[src/rtl/rtc_pkg.sv]
// rtl/rtc_pkg.sv - shared widths, limits and mode encoding for the RTC/interval timer
//
// Purpose : constants used by rtc_timer_core and rtc_prescaler.
// Contents: field widths, per-field maxima, mode encoding, load saturation helper.
package rtc_pkg;

  localparam int SEC_W = 6;
  localparam int MIN_W = 6;
  localparam int HR_W  = 5;

  localparam logic [SEC_W-1:0] SEC_MAX = 6'd59;
  localparam logic [MIN_W-1:0] MIN_MAX = 6'd59;

  typedef enum logic {
    MODE_CLOCK = 1'b0,
    MODE_TIMER = 1'b1
  } rtc_mode_e;

  // Clamp a 6-bit load value to 0..59.
  function automatic logic [5:0] sat59(input logic [5:0] v);
    return (v > 6'd59) ? 6'd59 : v;
  endfunction

endpackage

[src/rtl/rtc_prescaler.sv]
// rtl/rtc_prescaler.sv - divides the system clock down to a once-per-second strobe
//
// Purpose : counts 0..CLK_HZ-1 while enabled; holds its value while disabled.
// Ports   : clk_125MHz  system clock
//           rst         synchronous active-high reset
//           en          count enable (run state, already gated by stop/clear)
//           clr         zero the count
//           tick        high in the cycle the count sits at its terminal value
//                       while enabled, i.e. the next edge wraps to 0
module rtc_prescaler
  import rtc_pkg::*;
#(
  parameter int CLK_HZ = 125_000_000
) (
  input  logic clk_125MHz,
  input  logic rst,
  input  logic en,
  input  logic clr,
  output logic tick
);

  localparam int PW = (CLK_HZ > 1) ? $clog2(CLK_HZ) : 1;
  localparam logic [PW-1:0] TERM = PW'(CLK_HZ - 1);

  logic [PW-1:0] presc_q, presc_d;

  // Combinational so the top can register tick_1hz and advance the time
  // counters on the very edge where the prescaler wraps.
  assign tick = en && !clr && (presc_q == TERM);

  always_comb begin
    presc_d = presc_q;
    if (clr) begin
      presc_d = '0;
    end else if (en) begin
      presc_d = (presc_q == TERM) ? '0 : presc_q + 1'b1;
    end
  end

  always_ff @(posedge clk_125MHz) begin
    if (rst) begin
      presc_q <= '0;
    end else begin
      presc_q <= presc_d;
    end
  end

endmodule

[src/rtl/rtc_timer_core.sv]
// rtl/rtc_timer_core.sv - HH:MM:SS real-time clock with TIMER-mode sticky timeout
//
// Purpose : run-state flop, cascaded sec/min/hr counters, elapsed-seconds
//           counter, sticky done and the load path; prescaler is a sub-module.
// Ports   : clk_125MHz           system clock
//           rst                  synchronous active-high reset
//           start / stop         set / clear run state (stop wins)
//           clear                zero time, prescaler, elapsed, done
//           mode                 0 = CLOCK, 1 = TIMER
//           load, ld_sec/min/hr  load time while stopped (values saturate)
//           tick_1hz             one-cycle pulse per second
//           sec, min, hr         current time
//           elapsed              seconds counted since start/clear (saturating)
//           running, done        run state, sticky TIMER timeout
module rtc_timer_core
  import rtc_pkg::*;
#(
  parameter int CLK_HZ      = 125_000_000,
  parameter int TIMEOUT_SEC = 180,
  parameter int HR_MAX      = 23,
  parameter int ELAPSED_W   = 17
) (
  input  logic                 clk_125MHz,
  input  logic                 rst,
  input  logic                 start,
  input  logic                 stop,
  input  logic                 clear,
  input  logic                 mode,
  input  logic                 load,
  input  logic [SEC_W-1:0]     ld_sec,
  input  logic [MIN_W-1:0]     ld_min,
  input  logic [HR_W-1:0]      ld_hr,
  output logic                 tick_1hz,
  output logic [SEC_W-1:0]     sec,
  output logic [MIN_W-1:0]     min,
  output logic [HR_W-1:0]      hr,
  output logic [ELAPSED_W-1:0] elapsed,
  output logic                 running,
  output logic                 done
);

  localparam logic [HR_W-1:0]      HR_LAST   = HR_W'(HR_MAX);
  localparam logic [ELAPSED_W-1:0] EL_MAX    = '1;
  localparam logic [ELAPSED_W-1:0] TIMEOUT_V = ELAPSED_W'(TIMEOUT_SEC);

  logic                 running_q, running_d;
  logic                 done_q, done_d;
  logic                 tick_q, tick_d;
  logic [SEC_W-1:0]     sec_q, sec_d;
  logic [MIN_W-1:0]     min_q, min_d;
  logic [HR_W-1:0]      hr_q, hr_d;
  logic [ELAPSED_W-1:0] elapsed_q, elapsed_d;
  logic [ELAPSED_W-1:0] elapsed_inc;
  logic                 count_en;
  logic                 wrap;

  // Counting uses the current run state; start only takes effect next edge,
  // while stop/clear block the count in the same cycle they are asserted.
  assign count_en = running_q && !stop && !clear;

  rtc_prescaler #(
    .CLK_HZ(CLK_HZ)
  ) u_prescaler (
    .clk_125MHz(clk_125MHz),
    .rst       (rst),
    .en        (count_en),
    .clr       (clear),
    .tick      (wrap)
  );

  assign elapsed_inc = (elapsed_q == EL_MAX) ? elapsed_q : elapsed_q + 1'b1;

  always_comb begin
    running_d = running_q;
    done_d    = done_q;
    tick_d    = 1'b0;
    sec_d     = sec_q;
    min_d     = min_q;
    hr_d      = hr_q;
    elapsed_d = elapsed_q;

    if (clear) begin
      // Run state is kept so a running clock restarts from zero.
      sec_d     = '0;
      min_d     = '0;
      hr_d      = '0;
      elapsed_d = '0;
      done_d    = 1'b0;
    end else begin
      if (stop) begin
        running_d = 1'b0;
      end else if (start && !done_q) begin
        running_d = 1'b1;
      end

      if (wrap) begin
        tick_d    = 1'b1;
        elapsed_d = elapsed_inc;
        if (sec_q == SEC_MAX) begin
          sec_d = '0;
          if (min_q == MIN_MAX) begin
            min_d = '0;
            hr_d  = (hr_q == HR_LAST) ? '0 : hr_q + 1'b1;
          end else begin
            min_d = min_q + 1'b1;
          end
        end else begin
          sec_d = sec_q + 1'b1;
        end
        // Timeout is judged on the mode in force at this tick.
        if (mode == MODE_TIMER && elapsed_inc == TIMEOUT_V) begin
          done_d    = 1'b1;
          running_d = 1'b0;
        end
      end else if (load && !running_q && !stop && !start) begin
        sec_d = sat59(ld_sec);
        min_d = sat59(ld_min);
        hr_d  = (ld_hr > HR_LAST) ? HR_LAST : ld_hr;
      end
    end
  end

  always_ff @(posedge clk_125MHz) begin
    if (rst) begin
      running_q <= 1'b0;
      done_q    <= 1'b0;
      tick_q    <= 1'b0;
      sec_q     <= '0;
      min_q     <= '0;
      hr_q      <= '0;
      elapsed_q <= '0;
    end else begin
      running_q <= running_d;
      done_q    <= done_d;
      tick_q    <= tick_d;
      sec_q     <= sec_d;
      min_q     <= min_d;
      hr_q      <= hr_d;
      elapsed_q <= elapsed_d;
    end
  end

  assign tick_1hz = tick_q;
  assign sec      = sec_q;
  assign min      = min_q;
  assign hr       = hr_q;
  assign elapsed  = elapsed_q;
  assign running  = running_q;
  assign done     = done_q;

endmodule

[config.mk]
export PLATFORM = sky130hd
export DESIGN_NAME = rtc_timer_core
export DESIGN_NICKNAME = d
export VERILOG_FILES = /design/src/rtl/rtc_pkg.sv /design/src/rtl/rtc_prescaler.sv /design/src/rtl/rtc_timer_core.sv
export SDC_FILE = /design/constraint.sdc
export NUM_CORES = 1
export LEC_CHECK = 0
export ABC_AREA = 1
export CAP_MARGIN = 20
export CORE_AREA = 2 2 88 90
export CTS_CLUSTER_DIAMETER = 100
export DETAILED_ROUTE_END_ITERATION = 7
export DIE_AREA = 0 0 90 92
export GPL_ROUTABILITY_DRIVEN = 1
export PLACE_DENSITY = 0.79
export SETUP_SLACK_MARGIN = 0.2
export SYNTH_ARGS = -nofsm -noshare
export SYNTH_HDL_FRONTEND = slang
export SYNTH_SLANG_ARGS = --single-unit
[constraint.sdc]
create_clock -name clk_125MHz -period 2.31 [get_ports clk_125MHz]
set_input_delay 0.462 -clock clk_125MHz [delete_from_list [all_inputs] [get_ports clk_125MHz]]
set_output_delay 0.462 -clock clk_125MHz [all_outputs]
set_load 0.1 [all_outputs]
Word-level counts from Yosys, hierarchy flattened
Index checks and enable logic that the tools add are counted.
W data, S select, Z words.

storage, ports and cells
  input port bits = 24
  register bits = 64
  output and inout port bits = 37

operators by class
  magnitude comparators = 3
  eq/ne operators = 8
  $add $sub $neg = 5
  multiplexer cells = 22
  reduce and logical (&&, ||, !) cells = 19

operators with widths
  operator                 count
  $mux W6                  9
  $mux W5                  6
  $add A27 B1 Y27 const B  1
  $eq A27 B27 Y1 const B   1
  $mux W27                 1
  $add A17 B1 Y17 const B  1
  $eq A17 B17 Y1 const B   1
  $eq A17 B8 Y1 const B    1
  $mux W17                 1
  $add A6 B1 Y6 const B    2
  $eq A6 B6 Y1 const B     2
  $gt A6 B6 Y1 const B     2
  $logic_and A1 B1 Y1      9
  $add A5 B1 Y5 const B    1
  $eq A5 B5 Y1 const B     1
  $gt A5 B5 Y1 const B     1
  $logic_not A1 Y1         5
  $mux W1                  5
  $ne A2 B2 Y1 const B     2
  $reduce_and A2 Y1        2
  $reduce_and A3 Y1        1
  $reduce_bool A2 Y1       1
  $reduce_or A2 Y1         1

Longest topological paths before layout
  depth after elaboration = 7
  depth in mapped cells = 14
  depth with buffers taken out = 14

Cells and area by module
From an unflattened synthesis, not the netlist that was laid out.

second synthesis, totals
  cells, all modules = 602
  area total of the unflattened synthesis = 3,925.0 sq um

by module, submodules not included
  module          times used  cells an instance  area each (sq um)
  rtc_timer_core  1           356                2,368.5
  rtc_prescaler   1           246                1,556.5

Worst setup path before layout
OpenSTA, ideal clock, no wires.

  path kind = reg2reg
  from = reg elapsed_q[0], in the netlist elapsed[0]
  to = reg running_q, in the netlist running
  stages on the path, launching flop included = 13
  path slack = -0.258 ns
  data required time = 2.191 ns
  setup time = 0.119 ns
  buffers on the path = 0
  arrival = 2.450 ns
  cells stage by stage = dfxtp_1 ha_1 nand3_1 inv_1 nand2_1 nor2_2 nand3_1 o21ai_0 nand2_1 nor2_1 nand3_1 nand2_1 a21oi_1

on the way
  cells in the longest elaborated chain, start to end = 6

RTL lines
  element                                            line                   source
  start: declaration                                 rtc_timer_core.sv:52   logic [ELAPSED_W-1:0] elapsed_q, elapsed_d;
  start signal: assignment                           rtc_timer_core.sv:139  elapsed_q <= elapsed_d;
  $add A17 B1 Y17 or $eq A17 B17 Y1 (tied branches)  rtc_timer_core.sv:71   assign elapsed_inc = (elapsed_q == EL_MAX) ? elapsed_q : elapsed_q + 1'b1;
  $mux W17 *                                         rtc_timer_core.sv:71
  $eq A17 B8 Y1 *                                    rtc_timer_core.sv:111  if (mode == MODE_TIMER && elapsed_inc == TIMEOUT_V) begin
  $logic_and A1 B1 Y1 *                              rtc_timer_core.sv:111
  $mux W1 *                                          rtc_timer_core.sv:111
  $mux W1 *                                          rtc_timer_core.sv:96   if (wrap) begin
  end signal: assignment                             rtc_timer_core.sv:133  running_q <= running_d;
  end: declaration                                   rtc_timer_core.sv:46   logic running_q, running_d;

Every way passes the cells marked *; elsewhere a longest branch is shown, timed or not.
A chain may end at the register's enable or synchronous reset.

Final worst setup path
  from = in clear
  to = reg min_q[0], in the netlist min[0]

on the way
  cells in the longest elaborated chain, start to end = 6

RTL lines
  element                                                              line                                       source
  start: declaration                                                   rtc_timer_core.sv:27                       input logic clear,
  $logic_not A1 Y1                                                     rtc_prescaler.sv:29, rtc_timer_core.sv:59
  $logic_and A1 B1 Y1                                                  rtc_timer_core.sv:59                       assign count_en = running_q && !stop && !clear;
  $logic_and A1 B1 Y1 (2 in series)                                    rtc_prescaler.sv:29                        assign tick = en && !clr && (presc_q == TERM);
  $ne A2 B2 Y1 (no source line) or $reduce_bool A2 Y1 (tied branches)  -
  $reduce_and A2 Y1 (no source line)                                   -
  end signal: assignment                                               rtc_timer_core.sv:137                      min_q <= min_d;
  end: declaration                                                     rtc_timer_core.sv:50                       logic [MIN_W-1:0] min_q, min_d;

Several ways; a longest one is shown, not always the timed one.

==> impl_metrics.ini <==
[power_and_ir_drop]
power.leakage_nw = 2.016
power_density_nw_per_um2 = 444.5
peakVddDrop_uv = 334.1

[timing]
finalClockSkew_ns = 0.005813
slew_violations = 0
post-route-period-util = 0.8445
fmax_mhz = 512.6
fin_crit_ns = 1.951
rsz0062_at_grt = true
finalSetupTns_ns = 0
hold_viol_final = 0
worst_pin_slew_ns = 0.5001
holdWs_ns = 0.4947
setup_violations = 0
relSlewSlack = 0.6657

[place]
place_inst = 756
place_congestion = 0.9364
placed_cell_area_sq_um = 4644
dp_hpwl_microns = 7960
io_buffer_count = 60

[routing]
drc = 0
firstDrtPassIters = 8
ant_nets = 0
wl_per_cell_microns = 13.77
drt_iter0_markers = 297
num_vias = 4229
routed_wl_microns = 10680
vias_per_cell = 5.457

[setup_path]
path_delay_family = simple AND/OR/NAND/NOR gates
worstPathRequired_ns = 2.52
worstSetupEndpointType = flop
worst-path-buf-inv = 2
reg2reg_to = min[0]
arrival_ns = 2.17
start_kind = input pin
path_cells = clkdlybuf4s50_1, nor2_4, nand2_4, nor2_4, nand3_4, nor2_4, nor2_8, buf_12, o21ai_0, a31oi_1
crit_type = input pin to flop
crit_top_cell = nor2_4
crit_slowest_cell = clkdlybuf4s50_1
cp_num_cells = 10
rrSetupSlack_ns = 0.37
max_stage_delay_ns = 0.46
rr_startpoint = u_prescaler.presc_q[0]
path_max_fanout = 14
r2r_cells = 11

[min_path]
hold_depth = 2
hp-start = u_prescaler.presc_q[11]
min_path_type = flop to flop
min_to = u_prescaler.presc_q[11]

[finish]
num_antenna_cells = 0
final_cells = 775
syn2layout_area_growth_pct = 26.84
drive_above_1_share = 0.2036
final_util = 0.6551
finalNetCount = 698
fillers = 682
finalInstanceArea_sq_um = 4878

[synthesis]
syn_inst = 582
synth_area_leader_cell = dfxtp_1
synthTopCellsByCount = nand2_1, inv_1, nor2_1
async_flop_share = 0
synth.most_common_cell = nand2_1
ys_types = 42
yosys.area.top_type_share = 0.3331
syn_area_sq_um = 3846
yosysSeqAreaShare = 0.3331
synthFlopType = dfxtp_1
avgSynthCellArea_sq_um = 6.609
synthTopCellsByArea = dfxtp_1, nand2_1, inv_1
synth_seq_cells = 64
ys_warn_count = 0
synth.net_count = 611
synth-edff-count = 0

[clocking]
ctsHoldBuffers = 0
root_buffer = clkbuf_8
cts_max_path_buffers = 2
numCtsBuffers = 9
clock_latency_ns = 0.34
cts_tree = built
clkTransAtPathRegs_ns = 0.07
clkSinkCount = 64
h-tree-depth = 3

[floorplanning]
fp.dieH_microns = 92
pin_count = 61
die_w_microns = 90
rows = 32
dieArea_sq_um = 8280
core_sq_um = 7447
initial_core_util = 0.5165

[global_routing]
grt_usage = 0.2538
grt_pass1_wl_microns = 17530
first_global_vias = 4010
overflow = 0
antenna_found_initial = 0
grt_max_degree = 27

[run_status]
outcome = finished, final reports clean

[flow_run]
cap_violations = 0
[layout make-up]
type,count,area (sq um),area share
clock buffer,15,166.4,0.03411
inverter,89,337.8,0.06925
multi-input combinational,422,2228,0.4568
sequential,64,1313,0.2690
tap,102,127.6,0.02616
timing repair buffer,83,705.7,0.1447
[sequential cells by signal, summed over array words and instances, names as in the netlist]
name and count:
done 1, sec 6, tick_1hz 1, min 6
hr 5, elapsed 17, u_prescaler.presc_q 27, running 1
[worst min-delay path: cells and delay by family (launching register included)]
kind                   cells  cell delay [ns]
AOI/OAI and AO/OA          1             0.05
buffers and inverters      1             0.06
DFF                        1             0.34
[metal layers]
metal / up-vias / routed length, microns / share of wire / GRT usage
met2: 166 / 5384 / 0.50 / 0.4555
met3: 23 / 653 / 0.061 / 0.05094
met1: 1942 / 4459 / 0.42 / 0.3022
met4: 0 / 178 / 0.017 / 0.08718
li1: 2098 / - / - / -
met5: - / 0 / 0 / 0
[power breakdown]
part	internal [mW]	total, mW	switching, mW
clock network	0.445	0.845	0.400
logic	0.0785	0.204	0.125
registers	1.11	1.12	0.0106
total	1.63	2.17	0.536
[worst max path at each step]
stage	startpoint	to	slack [ns]
floorplan	sec[5]	min[3]	0.20
global placement	clear	min[1]	0.03
detailed placement	clear	u_prescaler.presc_q[25]	-0.05
CTS	elapsed[0]	running	0.25
global route	elapsed[0]	running	0.18
finish	clear	min[0]	0.36
[cells by family (layout without fill, tap and decap cells)]
logic type	Yosys count	count (layout)	share of synthesized area
and+or+nand+nor	298	299	0.3637
AOI/OAI and AO/OA	100	100	0.1467
buffers and inverters	97	187	0.09922
DFF	64	64	0.3331
xor gates and xnor gates	18	18	0.04099
adders and majority gates	5	5	0.01627
[what timing repair did]
| action | in CTS | in global routing |
|---|---|---|
| resized for setup | 0 | 10 |
| setup endpoints to repair | 0 | 12 |
| setup buffers | 0 | 3 |
[metrics by stage]
step / setup WS, ns / total power, mW
2_1_floorplan: 0.2048 / 1.258
3_3_place_gp: 0.03402 / 1.341
3_5_place_dp: -0.05436 / 1.344
4_1_cts: 0.2542 / 2.188
5_1_grt: 0.1793 / 2.253
6_report: 0.3591 / 2.169
[placed cells by master (no fill, tap or decap), types with 3 or more instances in the layout]
cell type        count
clkdlybuf4s50_1     23
o21ai_0             38
or2_2                3
nand2_4              3
dfxtp_1             43
dfxtp_2             19
nand3_1             44
ha_1                 5
nand4_1             17
inv_1               76
inv_2               11
a31oi_1             11
clkbuf_1             4
xnor2_1              5
nor4_1               3
nor3_1              14
nor2_1              65
nor3b_1              3
a21oi_1             29
nor2_2               7
clkbuf_8            11
nand2_1            122
o21ai_1              5
nor2_4               7
o22ai_1              6
buf_4               58
xor2_1              13
Note: power is estimated with default switching activity, not from simulation.
